--- src/rtl/tx_interp_fir.sv ---
// Four-channel time-multiplexed polyphase interpolating FIR (transmit path).
// One input sample per channel produces INTERP output samples, each computed
// by a single shared multiply-accumulate over PT = TAPS/INTERP history taps.
module tx_interp_fir #(
  parameter int unsigned INTERP    = 4,
  parameter int unsigned TAPS      = 64,
  parameter int unsigned OUT_SHIFT = 23
) (
  input  logic                     s_axis_aclk,
  input  logic                     s_axis_arst,
  input  logic [23:0]              s_axis_tdata,
  input  logic                     s_axis_tvalid,
  output logic                     s_axis_tready,
  input  logic [1:0]               s_axis_tuser,
  output logic [23:0]              m_axis_tdata,
  output logic                     m_axis_tvalid,
  input  logic                     m_axis_tready,
  output logic [1:0]               m_axis_tuser,
  output logic                     m_axis_tlast,
  input  logic                     coe_wr_en,
  input  logic [$clog2(TAPS)-1:0]  coe_wr_addr,
  input  logic [23:0]              coe_wr_data,
  output logic                     coe_wr_ready
);

  localparam int unsigned NCH = 4;
  localparam int unsigned PT  = TAPS / INTERP;
  localparam int unsigned PW  = $clog2(PT);
  localparam int unsigned PHW = $clog2(INTERP);
  localparam int unsigned AW  = $clog2(TAPS);
  localparam int unsigned HW  = $clog2(NCH * PT);
  localparam int unsigned CW  = $clog2(PT + 2);

  localparam logic [HW-1:0]  CLR_LAST  = HW'(NCH * PT - 1);
  localparam logic [CW-1:0]  CNT_LAST  = CW'(PT + 1);
  localparam logic [CW-1:0]  CNT_ACC0  = CW'(2);
  localparam logic [PHW-1:0] PH_LAST   = PHW'(INTERP - 1);

  localparam logic signed [47:0] ACC_MAX = 48'sh7FFF_FFFF_FFFF;
  localparam logic signed [47:0] ACC_MIN = 48'sh8000_0000_0000;
  localparam logic signed [48:0] RND     = 49'sd1 <<< (OUT_SHIFT - 1);
  localparam logic signed [48:0] OUT_MAX = 49'sd8388607;
  localparam logic signed [48:0] OUT_MIN = -49'sd8388608;

  typedef enum logic [1:0] {
    ST_CLEAR,
    ST_IDLE,
    ST_MAC,
    ST_OUT
  } state_t;

  state_t state, state_nxt;

  logic [HW-1:0]  clr_cnt;
  logic [CW-1:0]  cnt;
  logic [PHW-1:0] phase;
  logic [1:0]     ch;
  logic [PW-1:0]  wptr [NCH];

  logic signed [23:0] hist [NCH*PT];
  logic signed [23:0] coef [TAPS];

  logic signed [23:0] rd_x;
  logic signed [23:0] rd_h;
  logic signed [47:0] prod;
  logic signed [47:0] acc;

  logic               in_hs;
  logic               out_hs;
  logic               coe_we;
  logic               mac_last;

  logic               hist_we;
  logic [HW-1:0]      hist_waddr;
  logic signed [23:0] hist_wdata;
  logic [HW-1:0]      hist_raddr;
  logic [AW-1:0]      coef_raddr;
  logic [PW-1:0]      rd_off;

  logic signed [48:0] acc_sum;
  logic signed [47:0] acc_nxt;
  logic signed [48:0] rnd_sum;
  logic signed [48:0] shifted;
  logic signed [23:0] out_sat;

  assign in_hs    = s_axis_tvalid & s_axis_tready;
  assign out_hs   = m_axis_tvalid & m_axis_tready;
  assign coe_we   = coe_wr_en & coe_wr_ready;
  assign mac_last = (state == ST_MAC) && (cnt == CNT_LAST);

  // State register; reset always restarts the history clear.
  always_ff @(posedge s_axis_aclk) begin
    if (s_axis_arst) state <= ST_CLEAR;
    else             state <= state_nxt;
  end

  // Next-state logic and the state-decoded ready outputs.
  always_comb begin
    state_nxt     = state;
    s_axis_tready = 1'b0;
    coe_wr_ready  = 1'b0;
    case (state)
      ST_CLEAR: begin
        coe_wr_ready = 1'b1;
        if (clr_cnt == CLR_LAST) state_nxt = ST_IDLE;
      end
      ST_IDLE: begin
        s_axis_tready = 1'b1;
        coe_wr_ready  = 1'b1;
        if (s_axis_tvalid) state_nxt = ST_MAC;
      end
      ST_MAC: begin
        if (cnt == CNT_LAST) state_nxt = ST_OUT;
      end
      ST_OUT: begin
        if (out_hs) state_nxt = (phase == PH_LAST) ? ST_IDLE : ST_MAC;
      end
      default: state_nxt = ST_CLEAR;
    endcase
  end

  // Control registers: clear sweep, per-channel write pointers, phase, channel.
  always_ff @(posedge s_axis_aclk) begin
    if (s_axis_arst) begin
      clr_cnt <= '0;
      phase   <= '0;
      ch      <= '0;
      for (int unsigned i = 0; i < NCH; i++) wptr[i] <= '0;
    end else begin
      if (state == ST_CLEAR) clr_cnt <= clr_cnt + 1'b1;
      if (in_hs) begin
        ch                 <= s_axis_tuser;
        wptr[s_axis_tuser] <= wptr[s_axis_tuser] + 1'b1;
        phase              <= '0;
      end
      if (out_hs && (phase != PH_LAST)) phase <= phase + 1'b1;
    end
  end

  // MAC cycle counter: restarts at zero on every entry to MAC.
  always_ff @(posedge s_axis_aclk) begin
    if (s_axis_arst)          cnt <= '0;
    else if (state == ST_MAC) cnt <= cnt + 1'b1;
    else                      cnt <= '0;
  end

  // Address generation: tap k = cnt reads x[n-k] and h[k*INTERP + p].
  always_comb begin
    hist_we    = 1'b0;
    hist_waddr = clr_cnt;
    hist_wdata = '0;
    if (state == ST_CLEAR) begin
      hist_we = 1'b1;
    end else if (in_hs) begin
      hist_we    = 1'b1;
      hist_waddr = {s_axis_tuser, wptr[s_axis_tuser]};
      hist_wdata = s_axis_tdata;
    end
    rd_off     = wptr[ch] - PW'(1) - cnt[PW-1:0];
    hist_raddr = {ch, rd_off};
    coef_raddr = {cnt[PW-1:0], phase};
  end

  // History RAM with registered read port.
  always_ff @(posedge s_axis_aclk) begin
    if (hist_we) hist[hist_waddr] <= hist_wdata;
    rd_x <= hist[hist_raddr];
  end

  // Coefficient RAM with registered read port; not cleared by reset.
  always_ff @(posedge s_axis_aclk) begin
    if (coe_we) coef[coe_wr_addr] <= coe_wr_data;
    rd_h <= coef[coef_raddr];
  end

  // Accumulate saturates rather than wraps so that full-scale inputs on
  // full-scale taps clamp cleanly instead of folding back through zero.
  always_comb begin
    acc_sum = {acc[47], acc} + {prod[47], prod};
    if (acc_sum[48] != acc_sum[47]) acc_nxt = acc_sum[48] ? ACC_MIN : ACC_MAX;
    else                            acc_nxt = acc_sum[47:0];
    rnd_sum = {acc_nxt[47], acc_nxt} + RND;
    shifted = rnd_sum >>> OUT_SHIFT;
    if (shifted > OUT_MAX)      out_sat = 24'sh7FFFFF;
    else if (shifted < OUT_MIN) out_sat = 24'sh800000;
    else                        out_sat = shifted[23:0];
  end

  // Multiply stage, then accumulate; products land from cnt=2 to cnt=PT+1.
  always_ff @(posedge s_axis_aclk) begin
    prod <= rd_x * rd_h;
    if (state == ST_MAC) acc <= (cnt >= CNT_ACC0) ? acc_nxt : '0;
  end

  // Output register: loaded on the final accumulate, held until accepted.
  always_ff @(posedge s_axis_aclk) begin
    if (s_axis_arst) begin
      m_axis_tvalid <= 1'b0;
      m_axis_tdata  <= '0;
      m_axis_tuser  <= '0;
      m_axis_tlast  <= 1'b0;
    end else if (mac_last) begin
      m_axis_tvalid <= 1'b1;
      m_axis_tdata  <= out_sat;
      m_axis_tuser  <= ch;
      m_axis_tlast  <= (phase == PH_LAST);
    end else if (out_hs) begin
      m_axis_tvalid <= 1'b0;
    end
  end

endmodule
--- config.mk ---
export PLATFORM = sky130hd
export DESIGN_NAME = tx_interp_fir
export DESIGN_NICKNAME = d
export VERILOG_FILES = /design/src/rtl/tx_interp_fir.sv
export SDC_FILE = /design/constraint.sdc
export NUM_CORES = 2
export LEC_CHECK = 0
export CORE_UTILIZATION = 50
export CTS_BUF_LIST = sky130_fd_sc_hd__clkbuf_8
export CTS_CLUSTER_DIAMETER = 50
export CTS_CLUSTER_SIZE = 16
export DETAILED_ROUTE_END_ITERATION = 10
export GPL_TIMING_DRIVEN = 0
export PLACE_DENSITY = 0.72
export SETUP_SLACK_MARGIN = 0.15
export SYNTH_ARGS = -nofsm -noshare
export SYNTH_HDL_FRONTEND = slang
export SYNTH_SLANG_ARGS = --single-unit
--- constraint.sdc ---
create_clock -name s_axis_aclk -period 16.9 [get_ports s_axis_aclk]
set_input_delay 3.38 -clock s_axis_aclk [delete_from_list [all_inputs] [get_ports s_axis_aclk]]
set_output_delay 3.38 -clock s_axis_aclk [all_outputs]
set_load 0.005 [all_outputs]
==> impl_metrics.yaml <==
outcome:
  outcome: "finished clean"
detailed_routing:
  drcViolationCount: 0
  num_vias: 77600
  ant_nets: 0
  vias_per_cell: 6.15
  drt_iter0_drc: 9842
  wl_microns: 390000
  wl_per_cell_microns: 30.9
  first_pass_iters: 6
sta:
  period_minus_slack_ns: 9.66
  setup_tns_ns: 0
  finClkSkew_ns: 0.111
  final_hold_viol_count: 0
  worst_hold_slack_ns: 0.479
  period_share_pct: 57.2
  worstMarginPinSlew_ns: 1.39
  fmaxAchievable_ghz: 0.103
  slew_violations: 0
  slew_headroom_pct: 7.62
  finalSetupViolations: 0
  grt_setup_unrepaired: "no"
global_route:
  grt_max_degree: 61
  grt_pass1_vias: 79500
  antenna_found_initial: 27
  grt_pass1_wl_microns: 560000
  grtUsageTotal_pct: 26.2
  grt_overflow_total: 0
cts:
  postCtsSetupBuffers: 0
  cts.sink_count: 3279
  path_clk_slew_ns: 0.09
  clk-insertion-delay-late_ns: 1.08
  cts-root-buf: "clkbuf_8"
  cts_buffers: 314
  holdBufCountCts: 0
  cts_resized: 0
  cts_buffer_depth: 4
  cts_tree: "yes"
  htree_levels: 5
synth:
  ys_ff_latch: 3279
  synth-edff-count: 3136
  synthFlopType: "edfxtp_1"
  ys_warn_count: 0
  ys_types: 97
  ys_seq_area_share_pct: 65.3
  syn_inst: 7977
  synth.area.top_cells: "edfxtp_1, mux4_2, fa_1"
  async_reset_ff_share_pct: 0
  synth_fp_nets: 8841
  synth.largest_area_cell: "edfxtp_1"
  syn_avg_cell_area_sq_um: 18.6
  synth_top_area_share_pct: 63.4
  syn_area_sq_mm: 0.149
final_layout:
  final_cell_mix: "edfxtp_1, mux4_2, inv_1"
  layout_commonest_cell: "edfxtp_1"
  drive_gt1_share_pct: 21.4
  nets: 9331
  fin_util_pct: 55.6
  syn2layout_area_growth_pct: 10.3
  fin_cells: 12600
worst_setup_path:
  crit_path_top_delay_cell: "clkbuf_1"
  cp_top_family: "adder cells"
  critPathLaunchType: "flop"
  cp.required_ns: 17.82
  critical_path_class: "flop to flop"
  path_common_cell: "fa_1"
  r2r_cells: 25
  cp.depth: 25
  worst-path-buf-inv: 6
  crit_path_max_incr_delay_ns: 0.79
  critPathMaxFanout: 10
  cp.arrival_ns: 10.59
  crit_path_end_kind: "flop"
floorplan:
  die_area_sq_mm: 0.299
  die_w_microns: 547
  pin_count: 91
  initial_core_util_pct: 50.4
  num_rows: 199
  die_h_microns: 547
  core_area_sq_mm: 0.295
place:
  io_buffers: 85
  dp_hpwl_microns: 273000
  gp_congestion: 1.02
  placedCellCount: 12100
run:
  cap_violations: 0
hold_path:
  hold_depth: 1
  hold_class: "flop to flop"
[synthesized netlist by cell type, types with 77 or more instances]
library cell and instances:
inv_1 621, and2_1 318, fa_1 609, ha_1 194
dfxtp_1 143, edfxtp_1 3136, nand2_1 414, nor2_1 310
clkbuf_1 314, xnor2_1 77, mux4_2 990, a21oi_1 157
[worst paths after layout]
path / startpoint / endpoint / slack, ns
worst min register to register: m_axis_tdata[7] / m_axis_tdata[7] / 0.48
worst max register to register: rd_h[16] / prod[46] / 7.24
worst min-delay path: m_axis_tdata[7] / m_axis_tdata[7] / 0.48
worst max-delay path: rd_h[16] / prod[46] / 7.24
[state kept, by name, indices dropped and copies added (netlist names), 5 cells and up, named ones only]
| signal | count |
|---|---|
| coef | 1536 |
| hist | 1536 |
| acc | 48 |
| prod | 48 |
| m_axis_tdata | 24 |
| rd_h | 24 |
| rd_x | 24 |
| wptr | 16 |
| clr_cnt | 6 |
| cnt | 5 |
[stage by stage]
stage | setup slack [ns] | area (sq um)
finish | 7.24 | 164000
CTS | 7.25 | 164000
detailed placement | 7.27 | 157000
floorplan | 9.83 | 149000
global placement | 7.21 | 154000
global route | 6.94 | 164000
[layout make-up]
| cell class | instances | area (sq um) |
|---|---|---|
| clock buffers | 323 | 4450 |
| repair buffers | 174 | 2570 |
| fillers | 22100 | 131000 |
| diodes | 8 | 20.0 |
| flip-flops and latches | 3279 | 97000 |
| multi-input cells | 3685 | 48700 |
| clock inverters | 228 | 2410 |
| plain buffers | 389 | 1490 |
| inverters | 624 | 2340 |
| well taps | 3919 | 4900 |
[per-layer routing]
metal | GRT usage (%) | routed length, microns | part of all wire [%]
met3 | 5.19 | 38600 | 9.9
met5 | 0 | 80 | 0.020
met4 | 9.90 | 15900 | 4.1
met1 | 36.0 | 149000 | 38
met2 | 41.8 | 186000 | 48
[logic make-up (layout without fill, tap and decap cells)]
kind of cell             count (synthesis)  count (layout)  synth area share [%]
buffers and inverters                 1013            1738                  2.58
flip-flops                            3279            3279                  65.3
AND/OR/NAND/NOR                       1284            1284                  4.20
multiplexers                          1045            1045                  15.4
other                                    0               8                     0
AO/OA/AOI/OAI                          433             433                  1.97
XOR/XNOR                               120             120                 0.708
adder cells (fa/ha/maj)                803             803                  9.84
Power is not shown: default switching activity piles up to over one toggle a cycle in this logic, so the estimate is an artifact.
